`src/rtl/password_display_unit.sv`:
```
// password_display_unit: clock divider, 4-bit serial password checker with timeout, 4-digit 7-segment driver
module password_display_unit #(
    parameter int         DIV_MAX        = 24999999,
    parameter int         DIV_WIDTH      = 25,
    parameter logic [3:0] PASSWORD       = 4'b1011,
    parameter int         TIMEOUT_CYCLES = 500000000,
    parameter int         SCAN_MAX       = 49999
) (
    input  logic       Clk,
    input  logic       Reset_n,
    input  logic       StartValidation,
    input  logic       SelectValue,
    input  logic       ConfirmButton,
    input  logic [2:0] DisplayMode,
    output logic       DivClk,
    output logic       CurrPass,
    output logic       WrongPass,
    output logic       TimeOut,
    output logic       DisplayValue,
    output logic [1:0] DisplayIndex,
    output logic [3:0] Anodes,
    output logic [7:0] Cathodes
);
    localparam int TW = $clog2(TIMEOUT_CYCLES + 1);
    localparam int SW = $clog2(SCAN_MAX + 1);

    typedef enum logic [2:0] {ST_IDLE, ST_ENTRY, ST_CORRECT, ST_WRONG, ST_TIMEOUT} state_t;

    state_t               state;
    logic [DIV_WIDTH-1:0] div_cnt;
    logic [TW-1:0]        tcnt;
    logic [SW-1:0]        scan_cnt;
    logic [1:0]           digit;
    logic [2:0]           code;
    logic [2:0]           start_sr, sel_sr, conf_sr;
    logic [7:0]           seg;

    // bit [1] is the synchronized level, bit [2] its previous value
    wire start_lvl  = start_sr[1];
    wire start_edge = start_sr[1] & ~start_sr[2];
    wire sel_edge   = sel_sr[1] & ~sel_sr[2];
    wire conf_edge  = conf_sr[1] & ~conf_sr[2];

    // two-flop synchronizers plus one delay stage for edge detection
    always_ff @(posedge Clk or negedge Reset_n) begin
        if (!Reset_n) begin
            start_sr <= '0;
            sel_sr   <= '0;
            conf_sr  <= '0;
        end else begin
            start_sr <= {start_sr[1:0], StartValidation};
            sel_sr   <= {sel_sr[1:0], SelectValue};
            conf_sr  <= {conf_sr[1:0], ConfirmButton};
        end
    end

    // divider: DivClk toggles once per DIV_MAX+1 cycles
    always_ff @(posedge Clk or negedge Reset_n) begin
        if (!Reset_n) begin
            div_cnt <= '0;
            DivClk  <= 1'b0;
        end else if (div_cnt == DIV_WIDTH'(DIV_MAX)) begin
            div_cnt <= '0;
            DivClk  <= ~DivClk;
        end else begin
            div_cnt <= div_cnt + DIV_WIDTH'(1);
        end
    end

    // checker FSM; start edge restarts from anywhere and outranks button edges
    always_ff @(posedge Clk or negedge Reset_n) begin
        if (!Reset_n) begin
            state        <= ST_IDLE;
            code         <= '0;
            tcnt         <= '0;
            DisplayIndex <= 2'd0;
            DisplayValue <= 1'b0;
            CurrPass     <= 1'b0;
            WrongPass    <= 1'b0;
            TimeOut      <= 1'b0;
        end else if (start_edge) begin
            state        <= ST_ENTRY;
            code         <= '0;
            tcnt         <= '0;
            DisplayIndex <= 2'd0;
            DisplayValue <= 1'b0;
            CurrPass     <= 1'b0;
            WrongPass    <= 1'b0;
            TimeOut      <= 1'b0;
        end else if (state == ST_ENTRY) begin
            if (!start_lvl) begin
                state <= ST_IDLE;
            end else if (conf_edge) begin
                tcnt <= '0;
                if (DisplayIndex != 2'd3) begin
                    code[2'd2 - DisplayIndex] <= DisplayValue;
                    DisplayIndex <= DisplayIndex + 2'd1;
                    DisplayValue <= 1'b0;
                end else if ({code, DisplayValue} == PASSWORD) begin
                    state    <= ST_CORRECT;
                    CurrPass <= 1'b1;
                end else begin
                    state     <= ST_WRONG;
                    WrongPass <= 1'b1;
                end
            end else begin
                if (sel_edge)
                    DisplayValue <= ~DisplayValue;
                if (tcnt == TW'(TIMEOUT_CYCLES - 1)) begin
                    state   <= ST_TIMEOUT;
                    TimeOut <= 1'b1;
                end else begin
                    tcnt <= tcnt + TW'(1);
                end
            end
        end
    end

    // digit scan: each digit is shown for SCAN_MAX+1 cycles
    always_ff @(posedge Clk or negedge Reset_n) begin
        if (!Reset_n) begin
            scan_cnt <= '0;
            digit    <= 2'd0;
        end else if (scan_cnt == SW'(SCAN_MAX)) begin
            scan_cnt <= '0;
            digit    <= digit + 2'd1;
        end else begin
            scan_cnt <= scan_cnt + SW'(1);
        end
    end

    // segment pattern for the digit currently selected
    always_comb begin
        seg = 8'hFF;
        case (DisplayMode)
            3'b000:  seg = digit < DisplayIndex ? 8'hBF :
                           digit == DisplayIndex ? (DisplayValue ? 8'hF9 : 8'hC0) : 8'hFF;
            3'b001:  seg = digit == 2'd0 ? 8'h8E : digit == 2'd1 ? 8'hC1 : 8'hC7;
            3'b010:  seg = digit == 2'd0 ? 8'h86 : digit == 2'd3 ? 8'hA3 : 8'hAF;
            3'b011:  seg = 8'hBF;
            default: seg = 8'hFF;
        endcase
    end

    // registered display outputs
    always_ff @(posedge Clk or negedge Reset_n) begin
        if (!Reset_n) begin
            Anodes   <= 4'b1111;
            Cathodes <= 8'hFF;
        end else begin
            Anodes   <= ~(4'b0001 << digit);
            Cathodes <= seg;
        end
    end
endmodule

```
`config.mk`:
```
export PLATFORM = sky130hd
export DESIGN_NAME = password_display_unit
export DESIGN_NICKNAME = d
export VERILOG_FILES = /design/src/rtl/password_display_unit.sv
export SDC_FILE = /design/constraint.sdc
export NUM_CORES = 1
export LEC_CHECK = 0
export ABC_AREA = 1
export BUFFER_PORTS_ARGS = -buffer_cell sky130_fd_sc_hd__buf_2
export CORE_MARGIN = 5
export CORE_UTILIZATION = 50
export CTS_BUF_LIST = sky130_fd_sc_hd__clkbuf_16
export DETAILED_ROUTE_END_ITERATION = 10
export PLACE_DENSITY = 0.72
export SLEW_MARGIN = 15
export SYNTH_ARGS = -nofsm -noshare
export SYNTH_HDL_FRONTEND = slang
export SYNTH_SLANG_ARGS = --single-unit
```
`constraint.sdc`:
```
create_clock -name Clk -period 2.18 [get_ports Clk]
set_clock_uncertainty 0.05 [all_clocks]
set_input_delay 0.327 -clock Clk [delete_from_list [all_inputs] [get_ports Clk]]
set_output_delay 0.327 -clock Clk [all_outputs]
set_load 0.03 [all_outputs]
```
== Word-level counts from Yosys, hierarchy flattened ==
Index checks and enable logic that the tools add are counted.

* $add $sub $neg: 6
* Reductions and logical operators: 17
* Bitwise gates (word level): 9
* Shift operators: 1
* Equality and inequality tests: 19
* Multiplexer cells: 58
* Order comparisons: 3

{| class="wikitable"
|+ Operators by type and width
! cell !! number
|-
| 29-bit 2-to-1 mux || 5
|-
| 3-bit 2-to-1 mux || 12
|-
| 8-bit one-hot mux with 4 select lines || 1
|-
| 29-bit by 1-bit adder with 29-bit output, second input constant || 1
|-
| 29-bit equality test, second input constant || 1
|-
| 25-bit by 1-bit adder with 25-bit output, second input constant || 1
|-
| 25-bit equality test, second input constant || 1
|-
| 1-bit 2-to-1 mux || 25
|-
| 25-bit 2-to-1 mux || 1
|-
| 6-bit 2-to-1 mux || 3
|-
| 16-bit by 1-bit adder with 16-bit output, second input constant || 1
|-
| 16-bit equality test, second input constant || 1
|-
| 16-bit 2-to-1 mux || 1
|-
| 7-bit 2-to-1 mux || 2
|-
| 4-bit AND reduction || 3
|-
| 2-bit nonzero test || 6
|-
| 2-bit 2-to-1 mux || 5
|-
| 5-bit AND reduction || 2
|-
| 2-bit != test, second input constant || 4
|-
| 3-bit by 1-bit equality test with 1-bit output, second input constant || 2
|-
| 3-bit by 2-bit equality test with 1-bit output, second input constant || 2
|-
| 3-bit AND reduction || 2
|-
| 1-bit inverter || 5
|-
| 2-bit by 1-bit adder with 2-bit output, second input constant || 2
|-
| other kinds (22) || 24
|}

* Word-level logic and storage cells: 130
* Output and inout port bits: 19
* Register bits after elaboration: 106

== Depth between registers and ports, before layout ==
* Depth after elaboration: 11
* Gate-level depth with buffers: 11
* Gate-level depth less buffers: 11

== Worst setup path after synthesis ==
OpenSTA, ideal clock, no wires.

* Path kind: register -> register
* Start: reg tcnt[0]
* End: reg tcnt[8]
* Setup time: 117 ps
* Cell stages (with the launch flop): 12
* Data arrival time: 1564 ps
* Setup slack: 448 ps
* Data required time: 2013 ps
* Path buffers: 1
* Cell sequence: dfrtp_1 > ha_1 > inv_2 > nor2_4 > nand2_2 > nor2_2 > nand3_2 > nand2_4 > inv_4 > buf_6 > nand2_1 > o21ai_2

* Longest elaborated chain between the ends: 6
* Elaborated cells on any way between the ends: 9
* Classes of those cells: 1 x add/sub; 2 x eq/ne; 5 x mux; 1 x reduce/logical

{| class="wikitable"
|+ RTL lines
! element !! line !! text
|-
| start, declared || 31 || <nowiki>logic [TW-1:0] tcnt;</nowiki>
|-
| start signal, assigned || 113 || <nowiki>tcnt <= tcnt + TW'(1);</nowiki>
|-
| 29-bit by 1-bit adder with 29-bit output || 113 ||
|-
| 29-bit 2-to-1 mux || 109 || <nowiki>if (tcnt == TW'(TIMEOUT_CYCLES - 1)) begin</nowiki>
|-
| 29-bit 2-to-1 mux || 93 || <nowiki>end else if (conf_edge) begin</nowiki>
|-
| 29-bit 2-to-1 mux || 91 || <nowiki>if (!start_lvl) begin</nowiki>
|-
| 29-bit 2-to-1 mux || 90 || <nowiki>end else if (state == ST_ENTRY) begin</nowiki>
|-
| 29-bit 2-to-1 mux || 81 || <nowiki>end else if (start_edge) begin</nowiki>
|}

Several ways; a longest one is shown, not always the timed one. The select of a mux whose other input is x is not followed.
A chain may end at the register's enable or synchronous reset.

== Final worst setup path ==
* Start: reg tcnt[0]
* End: reg tcnt[3]

The elaborated chain is that of the path after synthesis.

==> flow_metrics.env <==
export IMPL_setup_viol=0
export IMPL_async_reset_ff_share_pct=100
export IMPL_area_growth_pct=10.8
export IMPL_ys_ff_latch=105
export IMPL_synth_cell_types=39
export IMPL_grt_max_degree=44
export IMPL_required_ns=2.37
export IMPL_cts_tree="yes"
export IMPL_outcome="finished, final reports clean"
export IMPL_drt_wirelength_per_cell_um=12.9
export IMPL_synth_cells=804
export IMPL_cap_viol_max_count=0
export IMPL_drtIter0Drc=489
export IMPL_ys_flop_type="dfrtp_1"
export IMPL_fmax_mhz=505
export IMPL_ys_seq_area_share_pct=44.2
export IMPL_grt_total_usage_pct=19.2
export IMPL_placed_area_um2=6310
export IMPL_coreArea_um2=11900
export IMPL_ys_warn_count=0
export IMPL_leakage_nw=3.28
export IMPL_holdWs_ns=0.0286
export IMPL_yosysMostFrequentCell="nand2_1"
export IMPL_netlist_area_leader_share_pct=39.3
export IMPL_powerDensity_nw_per_um2=664
export IMPL_nNetsFinal=863
export IMPL_fillers=1089
export IMPL_whs_path_depth=1
export IMPL_synth_area_leader_cell="dfrtp_1"
export IMPL_tightest_slew_ns=0.609
export IMPL_dp_hpwl_um=9320
export IMPL_maxSlewHeadroom_pct=59.1
export IMPL_ios=27
export IMPL_hold_violations=0
export IMPL_grt_pass1_wl_um=22600
export IMPL_power_mw=4.40
export IMPL_ant_nets=0
export IMPL_dieArea_um2=14200
export IMPL_drt_wl_total_um=12800
export IMPL_worstSetupStartpointType="flip-flop"
export IMPL_cts_made_buffers=9
export IMPL_hold_class="input pin to flip-flop"
export IMPL_grt_overflow_total=0
export IMPL_htreeDepth=3
export IMPL_slowest_delay_ns=0.41
export IMPL_crit_type="flip-flop to flip-flop"
export IMPL_clk_pin_slew_ns=0.07
export IMPL_clkLatencyLatePin_ns=0.35
export IMPL_first_global_vias=4903
export IMPL_finalCritPeriodShare_pct=90.8
export IMPL_regArea_um2=2640
export IMPL_via_count=5095
export IMPL_portBuffers=25
export IMPL_final_max_slew_viol_count=0
export IMPL_initial_core_util_pct=50.4
export IMPL_cts_sinks=105
export IMPL_root_buffer="clkbuf_16"
export IMPL_gp_congestion=0.939
export IMPL_synth_common_cells="nand2_1, nor2_1, inv_1"
export IMPL_die_w_um=119
export IMPL_antenna_found_initial=0
export IMPL_path_buf_inv=2
export IMPL_reg2reg_depth=10
export IMPL_cp_cell_sequence="ha_1 > inv_2 > nor2_4 > nand2_2 > nor2_2 > nand3_2 > nand2_4 > inv_4 > nand3_1 > o21ai_2"
export IMPL_multiInputGateArea_um2=2780
export IMPL_cp_max_fo=23
export IMPL_synthesis_nets=827
export IMPL_path_depth=10
export IMPL_viasPerCell=5.14
export IMPL_tns_ns=0
export IMPL_crit_path_end_kind="flip-flop"
export IMPL_drc=0
export IMPL_synth_area_leaders="dfrtp_1, nand2_1, nor2_1"
export IMPL_ir_drop_uv=789
export IMPL_diodes=0
export IMPL_critPathTopFamily="simple AND/OR/NAND/NOR gates"
export IMPL_dr_pass1_iters=6
export IMPL_fin_area_um2=6630
export IMPL_row_count=40
export IMPL_layout_min_cycle_time_ns=1.98
export IMPL_cp_slowest_cell="dfrtp_1"
export IMPL_synth_area_um2=5980
export IMPL_clock_path_buffers=2
export IMPL_rsz0062_at_grt="false"
export IMPL_arrival_ns=2.17
export IMPL_synth_edf_count=0
export IMPL_rrSetupSlack_ns=0.20
export IMPL_die_y_um=119
export IMPL_drive_gt1_share_pct=10.7
export IMPL_utilization_pct=55.9
export IMPL_synth_avg_cell_area_um2=7.44
routing by layer:
layer / vias up / global-route usage, % / share of wire [%]
met4: 0 / 6.08 / 1.8
met1: 2330 / 25.3 / 48
met5: - / 0 / 0
met3: 18 / 4.80 / 4.7
met2: 123 / 31.2 / 46
li1: 2624 / - / -
final timing paths:
check                                   end          start
worst max-delay path                tcnt[3]        tcnt[0]
worst min-delay path             conf_sr[0]  ConfirmButton
worst max register to register      tcnt[3]        tcnt[0]
worst min register to register   conf_sr[1]     conf_sr[0]
max in group asynchronous       div_cnt[17]        Reset_n
min in group asynchronous       scan_cnt[2]        Reset_n
cell usage in the layout, fill, tap and decap left out, drive strengths merged, types with 2 or more instances in the layout:
cell type  instances
nand2            204
dfrtp             94
o21ai             29
ha                15
nand3b             5
nor4               5
xor2              22
a21oi             23
inv              130
clkinv             2
nor2             130
buf               37
dfstp             11
nand4             27
nor3              19
o21bai             3
clkbuf             9
xnor2              6
a31oi              3
nand3             63
nor3b              2
area by class of cell:
cell class	instances	area share [%]
timing repair buffer	38	3.62
clock buffer	9	3.40
clock inverter	7	1.21
multi-input combinational	560	42.0
sequential	105	39.9
tap	147	2.78
inverter	126	7.17
repair_timing:
item | 4_1_cts | 5_1_grt
setup endpoints to repair | 0 | 0
hold endpoints to repair | 19 | 0
hold buffers | 1 | 0
buffers inserted | 0 | 0
gates resized for setup | 0 | 0
state kept, by name, indices dropped and copies added (netlist names):
signal,flops
Anodes,4
Cathodes,7
CurrPass,1
DisplayIndex,2
DisplayValue,1
DivClk,1
TimeOut,1
WrongPass,1
code,3
conf_sr,3
digit,2
div_cnt,25
scan_cnt,16
sel_sr,3
start_sr,3
state,3
tcnt,29
stage by stage:
step	setup slack [ns]	cells
detailed placement	0.220	975
floorplan	0.448	804
finish	0.200	992
global route	0.0323	992
global placement	0.277	975
CTS	0.208	992
cells by family (layout without fill, tap and decap cells):
family,count (synthesis),count (layout),share of synthesized area [%]
compound gates,60,60,5.69
xor+xnor,28,28,4.10
fa+ha+maj,15,15,3.14
buf+inv,139,180,9.31
flops,105,105,44.2
other cells,1,1,0.0627
simple gates,456,456,33.5
worst register-to-register path, stage by stage, from the launching register on:
cell,delay (ns)
dfrtp_1,0.41
ha_1,0.27
inv_2,0.07
nor2_4,0.14
nand2_2,0.10
nor2_2,0.16
nand3_2,0.12
nand2_4,0.20
inv_4,0.16
nand3_1,0.13
o21ai_2,0.06
power by group:
part	leakage, nW	switching [mW]	total [mW]	internal [mW]
Sequential	1.36	0.0984	2.17	2.07
Clock	0.156	0.754	1.66	0.903
Combinational	1.76	0.408	0.580	0.173
Total	3.28	1.26	4.40	3.14
(Power assumes the default switching activity.)
